<file path="src/rtl/icw_write_sequencer.sv">
// Turns raw CPU write cycles into one-cycle ICW/OCW write strobes and tracks the
// ICW1 -> ICW2 -> (ICW3) -> (ICW4) initialization sequence of the interrupt controller.
//
// state      | meaning
// WAIT_ICW1  | out of reset, only ICW1 accepted
// WAIT_ICW2  | ICW1 seen, next A0=1 write is ICW2
// WAIT_ICW3  | cascade mode, next A0=1 write is ICW3
// WAIT_ICW4  | IC4 set, next A0=1 write is ICW4
// READY      | initialized, A0=1 -> OCW1, A0=0 -> OCW2/OCW3
module icw_write_sequencer #(
  parameter bit WRITE_ON_FALL = 1'b1
) (
  input  logic       clock,
  input  logic       reset,
  input  logic       write,
  input  logic       address,
  input  logic [7:0] data_bus_in,
  output logic [7:0] internal_data_bus,
  output logic       write_initial_command_word_1,
  output logic       write_initial_command_word_2,
  output logic       write_initial_command_word_3,
  output logic       write_initial_command_word_4,
  output logic       write_operation_control_word_1,
  output logic       write_operation_control_word_2,
  output logic       write_operation_control_word_3,
  output logic [2:0] command_state,
  output logic       initialization_complete
);

  localparam logic [2:0] S_WAIT_ICW1 = 3'd0;
  localparam logic [2:0] S_WAIT_ICW2 = 3'd1;
  localparam logic [2:0] S_WAIT_ICW3 = 3'd2;
  localparam logic [2:0] S_WAIT_ICW4 = 3'd3;
  localparam logic [2:0] S_READY     = 3'd4;

  logic       r_write_q;
  logic       r_armed;
  logic       r_hold_addr;
  logic [7:0] r_hold_data;
  logic [2:0] r_state;
  logic       r_sngl;
  logic       r_ic4;
  logic [7:0] r_data;
  logic [6:0] r_strobe;

  logic       w_rise;
  logic       w_fall;
  logic       w_edge;
  logic       w_addr;
  logic [7:0] w_data;
  logic [6:0] w_strobe_next;
  logic [2:0] w_state_next;
  logic       w_load;
  logic       w_icw1;

  assign w_rise = ~r_write_q & write;
  assign w_fall = r_write_q & ~write;

  // A write level left over from reset must not complete as a command: the end
  // of a write only counts once write has been seen idle since reset.
  assign w_edge = WRITE_ON_FALL ? (w_fall & r_armed) : w_rise;
  assign w_addr = WRITE_ON_FALL ? r_hold_addr : address;
  assign w_data = WRITE_ON_FALL ? r_hold_data : data_bus_in;
  assign w_icw1 = ~w_addr & w_data[4];

  always_comb begin
    w_strobe_next = 7'b0;
    w_state_next  = r_state;
    w_load        = 1'b0;
    if (w_edge) begin
      if (w_icw1) begin
        w_strobe_next[0] = 1'b1;
        w_load           = 1'b1;
        w_state_next     = S_WAIT_ICW2;
      end else begin
        case (r_state)
          S_WAIT_ICW2: begin
            if (w_addr) begin
              w_strobe_next[1] = 1'b1;
              w_load           = 1'b1;
              if (!r_sngl)    w_state_next = S_WAIT_ICW3;
              else if (r_ic4) w_state_next = S_WAIT_ICW4;
              else            w_state_next = S_READY;
            end
          end
          S_WAIT_ICW3: begin
            if (w_addr) begin
              w_strobe_next[2] = 1'b1;
              w_load           = 1'b1;
              w_state_next     = r_ic4 ? S_WAIT_ICW4 : S_READY;
            end
          end
          S_WAIT_ICW4: begin
            if (w_addr) begin
              w_strobe_next[3] = 1'b1;
              w_load           = 1'b1;
              w_state_next     = S_READY;
            end
          end
          S_READY: begin
            w_load = 1'b1;
            if (w_addr)          w_strobe_next[4] = 1'b1;
            else if (!w_data[3]) w_strobe_next[5] = 1'b1;
            else                 w_strobe_next[6] = 1'b1;
          end
          // WAIT_ICW1 and the unused encodings accept nothing but ICW1.
          default: ;
        endcase
      end
    end
  end

  always_ff @(posedge clock or posedge reset) begin
    if (reset) begin
      r_write_q   <= 1'b0;
      r_armed     <= 1'b0;
      r_hold_addr <= 1'b0;
      r_hold_data <= 8'h00;
    end else begin
      r_write_q <= write;
      if (!write) r_armed <= 1'b1;
      if (write) begin
        r_hold_addr <= address;
        r_hold_data <= data_bus_in;
      end
    end
  end

  always_ff @(posedge clock or posedge reset) begin
    if (reset) begin
      r_state  <= S_WAIT_ICW1;
      r_sngl   <= 1'b0;
      r_ic4    <= 1'b0;
      r_data   <= 8'h00;
      r_strobe <= 7'b0;
    end else begin
      r_strobe <= w_strobe_next;
      r_state  <= w_state_next;
      if (w_load) r_data <= w_data;
      if (w_edge && w_icw1) begin
        r_sngl <= w_data[1];
        r_ic4  <= w_data[0];
      end
    end
  end

  assign internal_data_bus              = r_data;
  assign write_initial_command_word_1   = r_strobe[0];
  assign write_initial_command_word_2   = r_strobe[1];
  assign write_initial_command_word_3   = r_strobe[2];
  assign write_initial_command_word_4   = r_strobe[3];
  assign write_operation_control_word_1 = r_strobe[4];
  assign write_operation_control_word_2 = r_strobe[5];
  assign write_operation_control_word_3 = r_strobe[6];
  assign command_state                  = r_state;
  assign initialization_complete        = (r_state == S_READY);

endmodule

</file>
<file path="config.mk">
export PLATFORM = sky130hd
export DESIGN_NAME = icw_write_sequencer
export DESIGN_NICKNAME = d
export VERILOG_FILES = /design/src/rtl/icw_write_sequencer.sv
export SDC_FILE = /design/constraint.sdc
export NUM_CORES = 1
export LEC_CHECK = 0
export ABC_AREA = 1
export CORE_ASPECT_RATIO = 1.75
export CORE_MARGIN = 3
export CORE_UTILIZATION = 43
export CTS_CLUSTER_SIZE = 20
export DETAILED_ROUTE_END_ITERATION = 16
export PLACE_DENSITY_LB_ADDON = 0.15
export SYNTH_ARGS = -nofsm -noshare
export SYNTH_HDL_FRONTEND = slang
export SYNTH_SLANG_ARGS = --single-unit
</file>
<file path="constraint.sdc">
create_clock -name clock -period 1 [get_ports clock]
set_input_delay 0.1 -clock clock [delete_from_list [all_inputs] [get_ports clock]]
set_output_delay 0.1 -clock clock [all_outputs]
set_load 0.02 [all_outputs]
</file>
==> flow_metrics.tcl <==
set metrics [dict create \
    outcome "finished, violations left" \
    violations "negative setup slack" \
    synthSimpleGateAreaFrac 0.308 \
    worst_path_max_delay_cell "dfrtp_2" \
    placed_area_um2 1810 \
    reg2reg_slack_ps -190 \
    antenna_found_initial 0 \
    h-tree-depth 2 \
    seq_area_frac_synth 0.603 \
    setup_ws_ps -195 \
    drc 0 \
    grt_max_degree 22 \
    ant_nets 0 \
    crit_path_end_kind "flop" \
    routabilityCongestion 0.803 \
    start_util 0.462 \
    ys.warnings.count 0 \
    path_cells "buf_6 -> inv_1 -> nand2_2 -> nand2_1 -> nand3_1 -> nand2_1 -> nand2_2 -> nand2_2" \
    hold_class "primary input to async pin" \
    fp.dieH_um 78.4 \
    syn_area_per_cell_um2 9.54 \
    synthCells 135 \
    path_common_cell "nand2_2" \
    worst-path-buf-inv 2 \
    setup_viol 22 \
    vias 1173 \
    instances_no_fill 228 \
    p_total_uw 5030 \
    final_common_cell "nand2_1" \
    cts_tree "yes" \
    fin_skew_ps 5.42 \
    critPathLaunchType "flop" \
    portBuffers 30 \
    core_um2 2780 \
    routedWlPerCell_um 15.0 \
    cts_buffers 5 \
    crit_type "flop to flop" \
    crit_fanout 3 \
    synth_top_family_by_area "simple AND/OR/NAND/NOR gates" \
    cp.required_ps 1210 \
    cp.arrival_ps 1410 \
    tightest_slew_ps 216 \
    hpwlAfterDp_um 2200 \
    grt_first_pass_wirelength_um 5240 \
    synth_fp_nets 147 \
    cp_top_family "simple AND/OR/NAND/NOR gates" \
    fin_nets 213 \
    die_area_um2 3710 \
    ys_ff_latch 31 \
    diodes 0 \
    dp_cells 212 \
    r2r_cells 8 \
    cts_hold_buf 0 \
    worstSetupStartpoint "command_state[2]" \
    r2r_start "command_state[2]" \
    timing.rr.end "command_state[0]" \
    track_usage 0.205 \
    clk_path_buf_depth 2 \
    synthAdderAreaFrac 0 \
    cap_violations 0 \
    root_buffer "clkbuf_8" \
    p_leak_uw 0.00109 \
    synth_cell_types 21 \
    final_area_um2 2090 \
    max_freq_ghz 0.837 \
    layout_common_cells "nand2_1, dfrtp_1, buf_4" \
    area_growth_pct 62.5 \
    cts.sinks 31 \
    synth_xor_area_frac 0 \
    worst-path-stages 8 \
    hold_violations 0 \
    synth.mux.area_fraction 0 \
    drtIter0Drc 21 \
    max_stage_delay_ps 430 \
    clk_pin_slew_worst_paths_ps 60 \
    wl_um 3430 \
    power.density_nw_per_um2 2410 \
    peakVddDrop_mv 1.80 \
    synth_compound_area_frac 0.0311 \
    viasPerCell 5.14 \
    slew_headroom 0.855 \
    grt_pass1_vias 1173 \
    syn-cell-area_um2 1290 \
    fin_crit_sh 1.19 \
    drive_gt1_frac 0.488 \
    grt_setup_unrepaired "yes" \
    hold_ws_ps 170 \
    firstDrtPassIters 4 \
    drv_slew 0 \
    gr-total-overflow 0 \
    finalCriticalPeriod_ps 1190 \
    die_w_um 47.4 \
    io_pins 31 \
    endpoint "command_state[0]" \
    rows 25 \
    clock_latency_ps 280 \
]
-- routing by layer --
metal | GRT usage | vias to the layer above | part of all wire
li1 | - | 558 | -
met1 | 0.204 | 569 | 0.34
met2 | 0.324 | 33 | 0.56
met3 | 0.0711 | 13 | 0.056
met4 | 0.155 | 0 | 0.044
met5 | 0 | - | 0
-- worst reg2reg max path: cells and delay by family (launching register included) --
family	cells	cell delay, ps
buf+inv	2	230
simple gates	6	480
flops	1	430
-- Yosys cell counts --
library cell	n	area, µm²
nand2_1	47	176
dfrtp_1	31	776
nand3_1	13	65.1
inv_1	8	30.0
inv_2	6	22.5
nand2_2	5	31.3
o21ai_0	4	20.0
o21ai_1	4	20.0
nand3_2	2	20.0
nor2_4	2	22.5
nor3_1	2	10.0
nor3_2	2	20.0
buf_2	1	5.00
buf_6	1	11.3
inv_4	1	6.26
nand2_4	1	11.3
nand3_4	1	17.5
nor2_1	1	3.75
nor2_2	1	6.26
nor4_1	1	6.26
or2_1	1	6.26
-- sequential cells by signal (all words and copies together) (netlist names), 3 cells and up --
register / flops
r_strobe: 7
command_state: 3
internal_data_bus: 8
r_hold_data: 8
-- area by class of cell --
type	count	area, µm²
flip-flops and latches	31	779
inverters	15	58.8
well taps	27	33.8
multi-input cells	88	577
repair buffers	60	556
clock buffers	6	82.6
clock inverters	1	5.00
fillers	190	692
-- through the flow --
| stage | utilization | TNS, ps | worst slack [ps] |
|---|---|---|---|
| 3_5_place_dp | 0.651 | -7790 | -306 |
| 2_1_floorplan | - | -715 | -80.8 |
| 5_1_grt | 0.751 | -4240 | -281 |
| 6_report | 0.751 | -2820 | -195 |
| 4_1_cts | 0.705 | -2800 | -200 |
| 3_3_place_gp | 0.651 | -7470 | -279 |
-- how the worst min path moves through the flow --
stage / startpoint / endpoint / depth (start not counted)
global route: reset / internal_data_bus[1] / 3
floorplan: write / r_write_q / 0
detailed placement: internal_data_bus[2] / internal_data_bus[2] / 2
CTS: reset / r_hold_data[2] / 3
global placement: r_hold_data[7] / r_hold_data[7] / 2
finish: reset / r_hold_data[2] / 3
-- logic make-up after synthesis --
logic type | after synthesis
AO/OA/AOI/OAI | 8
buffers and inverters | 17
AND/OR/NAND/NOR | 79
flip-flops | 31
-- timing repair --
action	4_1_cts	5_1_grt
gates resized for setup	97	24
setup buffers	3	5
cloned	1	1
setup endpoints to repair	36	27
pin swaps	5	6
-- power breakdown --
part	total, µW	internal (µW)	switching (µW)
combinational	2340	1080	1250
sequential	1720	1530	183
clock	978	539	439
Note: power is estimated with default switching activity, not from simulation.
==> edit 1: new RTL, same settings <==
`WRITE_ON_FALL`: 1'b1 -> 1'b0.
--- a/src/rtl/icw_write_sequencer.sv
+++ b/src/rtl/icw_write_sequencer.sv
@@ -9,5 +9,5 @@
 // READY      | initialized, A0=1 -> OCW1, A0=0 -> OCW2/OCW3
 module icw_write_sequencer #(
-  parameter bit WRITE_ON_FALL = 1'b1
+  parameter bit WRITE_ON_FALL = 1'b0
 ) (
   input  logic       clock,
Formal check against the unedited RTL: not equivalent (a bounded check fails within 4 cycles, from zero or initial values and one cycle with reset high).
==> edit 1 against the unedited design <==
  * The run still ends with negative setup slack left
  * Routed wire length shrank 21%
  * Die area shrank 26%
  * Sequential cell count shrank 10
  * Design area shrank 24%
  * Area after synthesis shrank 28%
  * Synthesized cell count shrank 20%
  * Setup slack lost 26 ps
  * Total power shrank 22%
==> edit 1: results (changes against the unedited design) <==
dp_slack_ps: -349.6  # -43.18 ps
status: "finished, violations left"
cts-root-buf: "clkbuf_4"
hpwlAfterDp_mm: 1.766  # -20%
place_area_um2: 1371  # -24%
setup_ws_ps: -221.2  # -26.27 ps
port_buffers: 30  # unchanged
slowest_delay_ps: 450  # +20 ps
maxSlewHeadroom_pct: 83.55  # -2.0 points
seq-power_mw: 1.28  # -26%
vias: 922  # -21%
h-tree-depth: 1  # -1
clkTransAtPathRegs_ps: 120  # +60 ps
grtUsageTotal_pct: 20.76  # +0.27 points
setup_violations: 19  # -14%
clk_latency_ps: 300  # +20 ps
antenna_cells: 0  # unchanged
cp-startpoint: "command_state[0]$_DFFE_PP0P_"
netSwitchingPower_mw: 1.639  # -13%
cp_max_fo: 8  # +5
switching_share_pct: 41.70  # +4.4 points
ys_top_cells_by_area: "dfrtp_1 (57%), nand2_1 (13%), nand3_1 (9.7%)"
routed_wl_mm: 2.700  # -21%
r2r-end: "internal_data_bus[4]$_DFFE_PP0P_"
ctsResizeCount: 100  # +3.1%
grt_pass1_vias: 934  # -20%
static-leakage-power_nw: 0.8428  # -23%
synth.distinct_cells: 17  # -19%
final.setup_skew_ps: 9.940  # +4.523 ps
postCtsSetupBuffers: 1  # -2
ff2ff_path_depth: 7  # -1
drt_iter0_markers: 11  # -48%
avgSynthCellArea_um2: 8.561  # -10%
placed_cells: 174  # -18%
drive_above_1_share_pct: 54.88  # +6.1 points
clock_power_mw: 0.411  # -58%
violations: "negative setup slack"
nets: 177  # -17%
place.gp.congestion: 0.7788  # -3.0%
cts_made_buffers: 3  # -2
ir_worst_vdd_mv: 1.416  # -21%
rr_startpoint: "command_state[0]$_DFFE_PP0P_"
tns_ps: -2903  # -78.81 ps
grt_pass1_wl_mm: 3.891  # -26%
synth_commonest_cells: "nand2_1 (31), dfrtp_1 (21), nand3_1 (18)"
yosysSeqAreaShare_pct: 56.83  # -3.4 points
## edit 1: changes by cell type in the layout (fill, tap and decap cells not counted), moves of 4 or more
cell      change
buf_4         -4
clkbuf_8      -6
dfrtp_1      -10
nand2_1      -16
nand3_2       +6
nor2_1        +6
## edit 1: worst max-delay path, delay by kind of cell (launching register included)
kind	cells	cell delay, ps
AND/OR/NAND/NOR	6	500
flip-flops	1	450
buffers and inverters	1	160
## edit 1: metal layers
metal,track usage (%),vias up,wire [um]
li1,-,451,-
met4,9.917,0,47
met3,1.974,4,97
met5,0,-,0
met2,38.45,21,1658
met1,20.89,446,898
## edit 1: final cells by class
type	count	area (um2)
clock buffers	4	26.28
fillers	136	389.1
inverters	15	66.31
multi-input cells	71	469.2
flip-flops and latches	21	529.3
well taps	23	28.78
repair buffers	53	461.7
## edit 1: cell families (layout without fill, tap and decap cells)
family          Yosys count  count (layout)  synth area share, %
flops                    21              21                56.83
simple gates             68              68                34.24
compound gates            3               3                2.029
buf+inv                  16              72                6.901
==> edit 2: new RTL, same flow settings <==
Without the edit above. Add an input register stage for `write`, `address` and `data_bus_in`, cleared by the reset; this delays them by one clock. Comments in the files are not updated.
--- a/src/rtl/icw_write_sequencer.sv
+++ b/src/rtl/icw_write_sequencer.sv
@@ -34,4 +34,20 @@
   localparam logic [2:0] S_READY     = 3'd4;
 
+  logic write_q;
+  logic address_q;
+  logic [7:0] data_bus_q;
+
+  always_ff @(posedge clock or posedge reset) begin
+    if (reset) begin
+      write_q    <= '0;
+      address_q  <= '0;
+      data_bus_q <= '0;
+    end else begin
+      write_q    <= write;
+      address_q  <= address;
+      data_bus_q <= data_bus_in;
+    end
+  end
+
   logic       r_write_q;
   logic       r_armed;
@@ -54,12 +70,12 @@
   logic       w_icw1;
 
-  assign w_rise = ~r_write_q & write;
-  assign w_fall = r_write_q & ~write;
+  assign w_rise = ~r_write_q & write_q;
+  assign w_fall = r_write_q & ~write_q;
 
   // A write level left over from reset must not complete as a command: the end
   // of a write only counts once write has been seen idle since reset.
   assign w_edge = WRITE_ON_FALL ? (w_fall & r_armed) : w_rise;
-  assign w_addr = WRITE_ON_FALL ? r_hold_addr : address;
-  assign w_data = WRITE_ON_FALL ? r_hold_data : data_bus_in;
+  assign w_addr = WRITE_ON_FALL ? r_hold_addr : address_q;
+  assign w_data = WRITE_ON_FALL ? r_hold_data : data_bus_q;
   assign w_icw1 = ~w_addr & w_data[4];
 
@@ -118,9 +134,9 @@
       r_hold_data <= 8'h00;
     end else begin
-      r_write_q <= write;
-      if (!write) r_armed <= 1'b1;
-      if (write) begin
-        r_hold_addr <= address;
-        r_hold_data <= data_bus_in;
+      r_write_q <= write_q;
+      if (!write_q) r_armed <= 1'b1;
+      if (write_q) begin
+        r_hold_addr <= address_q;
+        r_hold_data <= data_bus_q;
       end
     end
Formal check against the unedited RTL: not equivalent (a bounded check fails within 4 cycles, from zero or initial values and one cycle with reset high).
==> edit 2 against the unedited design <==
  * The run still ends with negative setup slack left
  * Worst hold slack gained 33 ps
  * Total power grew 2.4%
  * Area after synthesis grew 16%
  * Via count rose by 0.77%
  * Routed wire length shrank 12%
  * Design area rose by 6.4%
  * Setup slack improved by 1.7 ps
  * Sequential cell count grew 10
  * Critical endpoint is now command_state[2]
  * Largest power group is now sequential cells
==> edit 2: results (changes against the unedited design) <==
vias: 1182  # +0.77%
postCtsSetupBuffers: 2  # -1
hpwlAfterDp_mm: 2.161  # -1.8%
drt_iter0_markers: 15  # -29%
ys_top_cells_by_area: "dfrtp_1 (69%), nand2_1 (12%), nand3_1 (4.4%)"
ir_worst_vdd_mv: 1.306  # -27%
cts-root-buf: "clkbuf_8"
clkTransAtPathRegs_ps: 80  # +20 ps
static-leakage-power_nw: 1.149  # +5.4%
h-tree-depth: 2  # unchanged
ctsResizeCount: 101  # +4.1%
cp_max_fo: 3  # unchanged
dp_slack_ps: -299.7  # +6.689 ps
place.gp.congestion: 0.8966  # +12%
routed_via_density: 4.728  # -8.1%
nets: 218  # +2.3%
crit_arrival_ps: 1090  # -320 ps
hp-class: "in2async"
grt_max_degree: 25  # +14%
ys_warn_count: 0  # unchanged
tns_ps: -2451  # +372.9 ps
syn_inst: 143  # +5.9%
grt_pass1_wl_mm: 4.947  # -5.5%
firstDrtPassIters: 4  # unchanged
violations: "negative setup slack"
synth_nets: 155  # +5.4%
drc_errors: 0  # unchanged
port_buffers: 30  # unchanged
grtUsageTotal_pct: 15.51  # -5.0 points
yosysSeqAreaShare_pct: 68.79  # +8.5 points
clockBufferDepth: 2  # unchanged
grt_antenna_before_repair: 0  # unchanged
intPower_mw: 3.366  # +6.6%
setup_ws_ps: -193.2  # +1.740 ps
status: "finished, violations left"
final.setup_skew_ps: 11.14  # +5.725 ps
drive_above_1_share_pct: 42.03  # -6.7 points
setup_violations: 20  # -9.1%
synth.distinct_cells: 16  # -24%
synth_commonest_cells: "nand2_1 (48), dfrtp_1 (41), inv_1 (15)"
routedWlPerCell_um: 12.12  # -19%
place_area_um2: 2051  # +13%
placed_cells: 237  # +12%
tightestPinTransition_ps: 228.6  # +12.16 ps
yosys_most_used_dff: "dfrtp_1"
comb_power_share_pct: 39.4  # -7.1 points
async_flop_share_pct: 100.0  # unchanged
p_seq_share_pct: 41.6  # +7.5 points
cts_made_buffers: 5  # unchanged
clock_power_mw: 0.979  # about the same
[edit 2: cells by family after synthesis]
logic type             after synthesis  share of synthesized area [%]
AO/OA/AOI/OAI                       10                          3.356
buffers and inverters               17                          4.865
flip-flops                          41                          68.79
AND/OR/NAND/NOR                     75                          22.99
[edit 2: critical path, stage by stage, from the launching register on]
cell and delay [ps]:
dfrtp_2 430, buf_6 130, buf_4 130, buf_6 120
[edit 2: layout make-up]
cell class,instances,area (um2)
Inverter,15,60.06
Sequential cell,41,1031
Timing Repair Buffer,57,484.2
Fill cell,268,1017
Multi-Input combinational cell,86,516.7
Tap cell,43,53.80
Clock buffer,8,80.08
[edit 2: metal layers]
| layer | vias up | share of wire (%) | GRT usage, % |
|---|---|---|---|
| met5 | - | 0 | 0 |
| met4 | 0 | 2.9 | 8.824 |
| met3 | 7 | 4.7 | 3.936 |
| met2 | 30 | 57 | 28.69 |
| met1 | 565 | 35 | 14.63 |
| li1 | 580 | - | - |
[edit 2: worst paths after layout]
| path | from | to | slack, ps | cells after the start |
|---|---|---|---|---|
| hold reg to reg | data_bus_q[3]$_DFF_PP0_ | r_hold_data[3]$_DFFE_PP0P_ | 460 | 2 |
| hold / removal | reset | r_strobe[5]$_DFF_PP0_ | 200 | 3 |
| setup / recovery | command_state[2]$_DFFE_PP0P_ | command_state[2] | -190 | 3 |
| max in group asynchronous | reset | write_q$_DFF_PP0_ | 620 | 3 |
| setup reg to reg | command_state[2]$_DFFE_PP0P_ | internal_data_bus[7]$_DFFE_PP0P_ | -180 | 7 |
| min in group clock | data_bus_in[1] | data_bus_q[1]$_DFF_PP0_ | 260 | 1 |
